`src/rtl/sobel_frame_ctrl.sv`:
```
// sobel_frame_ctrl
//   Frame sequencer for the Sobel edge pipeline. When started, it reads one
//   IMG_WIDTH x IMG_HEIGHT frame of 8-bit pixels from a source RAM in raster
//   order and streams it into sobel_top. Every result that sobel_top returns
//   is written to a sink RAM at consecutive addresses. After the last pixel,
//   the sequencer waits for the pipeline to go quiet and then pulses done.
//
// Ports
//   clk, rst            clock (rising edge), asynchronous active-low reset
//   start, abort, stall control levels (start sampled in IDLE only,
//                       abort from any state, stall only during FEED)
//   rd_en/rd_addr       source RAM read strobe and address
//   rd_data             source RAM data, valid one cycle after rd_en
//   pix_out/pix_valid   pixel stream to sobel_top
//   edge_in/edge_vld    result stream from sobel_top
//   wr_en/wr_addr/wr_data  sink RAM write port
//   busy                high while feeding or draining
//   done                one-cycle completion pulse
//   out_count           results written this frame (held until next start)
//   ovf                 sticky: a result arrived after the sink window was full
module sobel_frame_ctrl #(
  parameter int IMG_WIDTH    = 256,
  parameter int IMG_HEIGHT   = 256,
  parameter int ADDR_W       = 16,
  parameter int DRAIN_CYCLES = 600
) (
  input  logic              clk,
  input  logic              rst,
  input  logic              start,
  input  logic              abort,
  input  logic              stall,
  output logic              rd_en,
  output logic [ADDR_W-1:0] rd_addr,
  input  logic [7:0]        rd_data,
  output logic [7:0]        pix_out,
  output logic              pix_valid,
  input  logic [7:0]        edge_in,
  input  logic              edge_vld,
  output logic              wr_en,
  output logic [ADDR_W-1:0] wr_addr,
  output logic [7:0]        wr_data,
  output logic              busy,
  output logic              done,
  output logic [ADDR_W-1:0] out_count,
  output logic              ovf
);

  localparam int FRAME = IMG_WIDTH * IMG_HEIGHT;
  localparam int DW    = $clog2(DRAIN_CYCLES);

  localparam logic [ADDR_W-1:0] LAST_ADDR  = ADDR_W'(FRAME - 1);
  // The write pointer carries one extra bit so that "all FRAME results
  // written" is representable even when 2**ADDR_W == FRAME.
  localparam logic [ADDR_W:0]   FRAME_CNT  = (ADDR_W + 1)'(FRAME);
  localparam logic [DW-1:0]     DRAIN_LAST = DW'(DRAIN_CYCLES - 1);

  typedef enum logic [1:0] {
    S_IDLE,
    S_FEED,
    S_DRAIN,
    S_DONE
  } state_t;

  state_t              state_reg, state_next;
  logic [ADDR_W-1:0]   rd_ptr_reg, rd_ptr_next;
  logic [ADDR_W:0]     wr_ptr_reg, wr_ptr_next;
  logic [DW-1:0]       drain_cnt_reg, drain_cnt_next;
  logic                ovf_reg, ovf_next;
  logic                pix_valid_reg;
  logic [7:0]          pix_hold_reg;

  logic active;      // result path enabled
  logic issue;       // a source read is issued this cycle
  logic frame_full;  // sink window already holds FRAME results
  logic accept;      // a result is written this cycle

  always_comb begin
    active     = (state_reg == S_FEED) || (state_reg == S_DRAIN);
    issue      = (state_reg == S_FEED) && !stall;
    frame_full = (wr_ptr_reg == FRAME_CNT);
    accept     = active && edge_vld && !frame_full;

    state_next     = state_reg;
    rd_ptr_next    = rd_ptr_reg;
    wr_ptr_next    = wr_ptr_reg;
    drain_cnt_next = drain_cnt_reg;
    ovf_next       = ovf_reg;

    if (issue) begin
      rd_ptr_next = rd_ptr_reg + ADDR_W'(1);
    end
    if (accept) begin
      wr_ptr_next = wr_ptr_reg + (ADDR_W + 1)'(1);
    end
    if (active && edge_vld && frame_full) begin
      ovf_next = 1'b1;
    end

    case (state_reg)
      S_IDLE: begin
        if (start && !abort) begin
          state_next  = S_FEED;
          rd_ptr_next = '0;
          wr_ptr_next = '0;
          ovf_next    = 1'b0;
        end
      end
      S_FEED: begin
        drain_cnt_next = '0;
        if (abort) begin
          state_next = S_IDLE;
        end else if (issue && (rd_ptr_reg == LAST_ADDR)) begin
          state_next = S_DRAIN;
        end
      end
      S_DRAIN: begin
        // Any result restarts the quiet-period count.
        drain_cnt_next = edge_vld ? '0 : drain_cnt_reg + DW'(1);
        if (abort) begin
          state_next = S_IDLE;
        end else if (!edge_vld && (drain_cnt_reg == DRAIN_LAST)) begin
          state_next = S_DONE;
        end
      end
      S_DONE: begin
        state_next = S_IDLE;
      end
      default: begin
        state_next = S_IDLE;
      end
    endcase

    // Addresses and write data are only meaningful alongside their strobes;
    // they are driven to zero otherwise so idle outputs stay quiet.
    rd_en     = issue;
    rd_addr   = issue ? rd_ptr_reg : '0;
    pix_valid = pix_valid_reg;
    // rd_data is already the RAM's registered output, so it lines up with
    // the delayed strobe; between pixels the last delivered value is held.
    pix_out   = pix_valid_reg ? rd_data : pix_hold_reg;
    wr_en     = accept;
    wr_addr   = accept ? wr_ptr_reg[ADDR_W-1:0] : '0;
    wr_data   = accept ? edge_in : '0;
    busy      = active;
    done      = (state_reg == S_DONE) && !abort;
    out_count = wr_ptr_reg[ADDR_W-1:0];
    ovf       = ovf_reg;
  end

  always_ff @(posedge clk or negedge rst) begin
    if (!rst) begin
      state_reg     <= S_IDLE;
      rd_ptr_reg    <= '0;
      wr_ptr_reg    <= '0;
      drain_cnt_reg <= '0;
      ovf_reg       <= 1'b0;
      pix_valid_reg <= 1'b0;
      pix_hold_reg  <= '0;
    end else begin
      state_reg     <= state_next;
      rd_ptr_reg    <= rd_ptr_next;
      wr_ptr_reg    <= wr_ptr_next;
      drain_cnt_reg <= drain_cnt_next;
      ovf_reg       <= ovf_next;
      // A read issued in the abort cycle is discarded.
      pix_valid_reg <= issue && !abort;
      if (pix_valid_reg) begin
        pix_hold_reg <= rd_data;
      end
    end
  end

endmodule

```
`config.mk`:
```
export PLATFORM = sky130hd
export DESIGN_NAME = sobel_frame_ctrl
export DESIGN_NICKNAME = d
export VERILOG_FILES = /design/src/rtl/sobel_frame_ctrl.sv
export SDC_FILE = /design/constraint.sdc
export NUM_CORES = 1
export LEC_CHECK = 0
export ABC_CLOCK_PERIOD_IN_PS = 3800
export CELL_PAD_IN_SITES_DETAIL_PLACEMENT = 0
export CELL_PAD_IN_SITES_GLOBAL_PLACEMENT = 1
export CORE_UTILIZATION = 23
export DETAILED_ROUTE_END_ITERATION = 8
export PLACE_DENSITY = 0.52
export SYNTH_ARGS = -nofsm -noshare
export SYNTH_HDL_FRONTEND = slang
export SYNTH_SLANG_ARGS = --single-unit
```
`constraint.sdc`:
```
create_clock -name clk -period 3.8 [get_ports clk]
set_input_delay 0.76 -clock clk [delete_from_list [all_inputs] [get_ports clk]]
set_output_delay 0.76 -clock clk [all_outputs]
set_load 0.02 [all_outputs]
```
==> summary.md, run 1 <==
| Metric | Value |
|---|---|
| Hold-critical path depth | `1` |
| Fraction of registers with async set/reset | `100.0%` |
| Post-cts resize count | `0` |
| Cells after synthesis | `roughly 330` |
| Initial DRC count | `74` |
| Mean Syn Cell Area | `around 9.5 µm²` |
| Synth top area share | `between 40 and 50%` |
| Vias | `2,425` |
| Post-CTS setup buffers | `0` |
| Layout Nets | `434` |
| Top cell type by total area after synthesis | `dfrtp_1` |
| # diodes | `0` |
| Pleak | `0.001818 µW` |
| Max VDD drop | `0.1717 mV` |
| Standard-cell row count | `42` |
| TritonCTS Sinks | `55` |
| Hold Violations, Final | `0` |
| F_max | `289.2 MHz` |
| Reg2Reg Setup Slack | `1.60 ns` |
| Wire length per cell | `13.35 µm` |
| Clock Tree Buf Depth | `2` |
| Critical R2R Launch | `wr_ptr_reg[0]` |
| Initial core utilization | `about a quarter` |
| Largest register FFs | `17` |
| Core area | `0.01319 mm²` |
| Endpoint type of the worst setup path | `output port` |
| Slew margin rel. | `46.90%` |
| Total gr overflow | `0` |
| Fin crit period | `roughly 3.5 ns` |
| # IOs | `92` |
| WHS Endpoint | `pix_hold_reg[4]` |
| Setup Skew | `0.006695 ns` |
| Arr. time, crit path | `2.70 ns` |
| Post-route ant nets | `0` |
| Worst hold-check path type | `reg -> reg` |
| Max Cap Viol | `0` |
| Routability congestion estimate | `0.7283` |
| Worst-Skew Late Latency | `about 0.29 ns` |
| Netlist Area Pre-Place | `0.003094 mm²` |
| Gr usage total | `11.86%` |
| Dpl hpwl | `around 5600 µm` |
| Finished Layout Cells | `578` |
| Post-Route WL | `7716 µm` |
| Endpoints failing setup | `0` |
| DP Worst Slack | `0.4563 ns` |
| DRC Markers | `0` |
| Share of cells above drive strength 1 | `6.716%` |
| Pwr Density | `514.1 mW/mm²` |
| Clk root buf | `clkbuf_16` |
| Most frequent cell after synthesis | `dfrtp_1` |
| Final worst path period share | `91.01%` |
| Crit Path Max Fanout | `27` |
| Power consumption | `2184 µW` |
| CTS clock-pin slew for the worst setup and hold paths | `0.07 ns` |
| WS Path Type | `reg -> out` |
| RSZ-0062 raised after global routing | `no` |
| Placed Cells | `571` |
| Initial antenna violation count | `0` |
| Ys Warns | `0` |
| Status | `complete, no violations` |
| Via/cell ratio | `4.196` |
| Net Count, Synth | `~360` |
| Post-synthesis sequential area ratio | `44.48%` |
| Die Wd | `118.0 µm` |
| Drt pass-1 iters | `4` |
| Largest net degree at the start of global routing | `33` |
| Synth top area cells | `dfrtp_1 44%, and2_1 7.7%, xor2_1 7.1%` |
| #FFs+latches synth | `55` |
| CTS Hold Bufs | `0` |
| TNS Setup | `0 ns` |
| CP Data Required Time | `3.04 ns` |
| Layout area overhead | `37.32%` |
| Commonest cells post-synth | `55 x dfrtp_1, 50 x nor2_1, 38 x and2_1, 25 x xor2_1, 17 x nand2_1` |
| First-pass GRT wire length | `13,070 µm` |
| Setup WS post-layout | `0.3416 ns` |
| Slew Limit Fails | `0` |
| Reg2reg end | `wr_ptr_reg[5]` |
| Die H | `118.0 µm` |
| Post-synth EDFFs | `0` |
| H-Tree Depth | `2` |
| Reg2Reg Depth | `8` |
| HP Start | `pix_hold_reg[4]` |
| Vias in the first global route | `2,445` |
| I/O Buffers | `91` |
| Post-synth cell types | `33` |
| Die area | `around 0.014 mm²` |
| CTS tree | `done` |
| CP startpoint kind | `flip-flop` |
| Synth Flop Type | `dfrtp_1` |
| Worst-margin pin slew | `0.7966 ns` |
| CTS Buf Count | `5` |
[area by class of cell]
class / count / area (µm²)
repair buffers: 97 / 950.9
well taps: 176 / 220.2
inverters: 9 / 33.78
clock inverters: 1 / 5.005
multi-input cells: 234 / 1524
clock buffers: 6 / 138.9
fillers: 1338 / 8941
flip-flops and latches: 55 / 1376
[per-layer routing]
layer  global-route usage (%)  part of all wire, %  routed length, µm
met2                    19.12                   46               3571
met5                        0                    0                  0
met3                    2.859                  4.6                354
met4                    3.365                  1.1                 87
met1                    15.69                   48               3702
[kinds of logic after synthesis]
| group | count (synthesis) | share of synthesized area (%) |
|---|---|---|
| compound gates | 9 | 1.820 |
| xor+xnor | 36 | 10.19 |
| simple gates | 166 | 28.39 |
| flops | 55 | 44.48 |
| fa+ha+maj | 10 | 4.044 |
| buf+inv | 36 | 6.349 |
| mux | 13 | 4.731 |
[critical path, cell delays in order (launching register included)]
cell and delay (ns):
dfrtp_1 0.45, inv_1 0.09, ha_1 0.16, nor4b_1 0.35
nand4_1 0.23, nor2b_1 0.19, buf_4 0.20, and2_1 0.17
clkdlybuf4s50_1 0.55
[power by group]
| part | switching (µW) | internal, µW | total, µW |
|---|---|---|---|
| combinational | 508 | 444 | 952 |
| sequential | 83.5 | 684 | 767 |
| clock | 207 | 258 | 465 |
[worst max-delay path by stage]
stage	startpoint	to
final	wr_ptr_reg[0]	wr_addr[14]
after detailed placement	edge_vld	wr_addr[1]
after floorplan	state_reg[0]	wr_addr[14]
after global placement	edge_vld	wr_data[2]
after CTS	wr_ptr_reg[0]	wr_addr[1]
after global routing	wr_ptr_reg[0]	wr_addr[11]
[placed cells by master, fill, tap and decap left out, types with 2 or more instances in the layout]
cell type / n
xor2_1: 25
nor3_1: 6
dfrtp_1: 55
a21oi_1: 3
mux2i_1: 3
buf_4: 6
nand2_1: 17
inv_1: 8
and3_1: 7
nand3_1: 15
mux2_2: 8
nor4_1: 2
clkdlybuf4s50_1: 90
ha_1: 10
nor4b_1: 3
nand2b_1: 4
nor2_1: 49
clkbuf_16: 5
xnor2_1: 11
and2_1: 38
nor2b_1: 7
o21ai_0: 3
or3_1: 2
nand4_1: 12
[metrics by stage]
step                      utilization [%]  hold slack (ns)  cell area, µm²
after CTS                           32.21           0.5039            4249
final                               32.21           0.4972            4249
after floorplan                         -           0.4644            3094
after global routing                32.21           0.5104            4249
after detailed placement            31.12           0.4868            4105
after global placement              31.12           0.4788            4105
(Power assumes the default switching activity.)
==> run 2: changes to the inputs <==
- CTS_BUF_LIST: not set -> sky130_fd_sc_hd__clkbuf_4 sky130_fd_sc_hd__clkbuf_8 sky130_fd_sc_hd__clkbuf_16
==> results of run 2 <==
Final layout, timing and power as in run 1 (identical DEF).
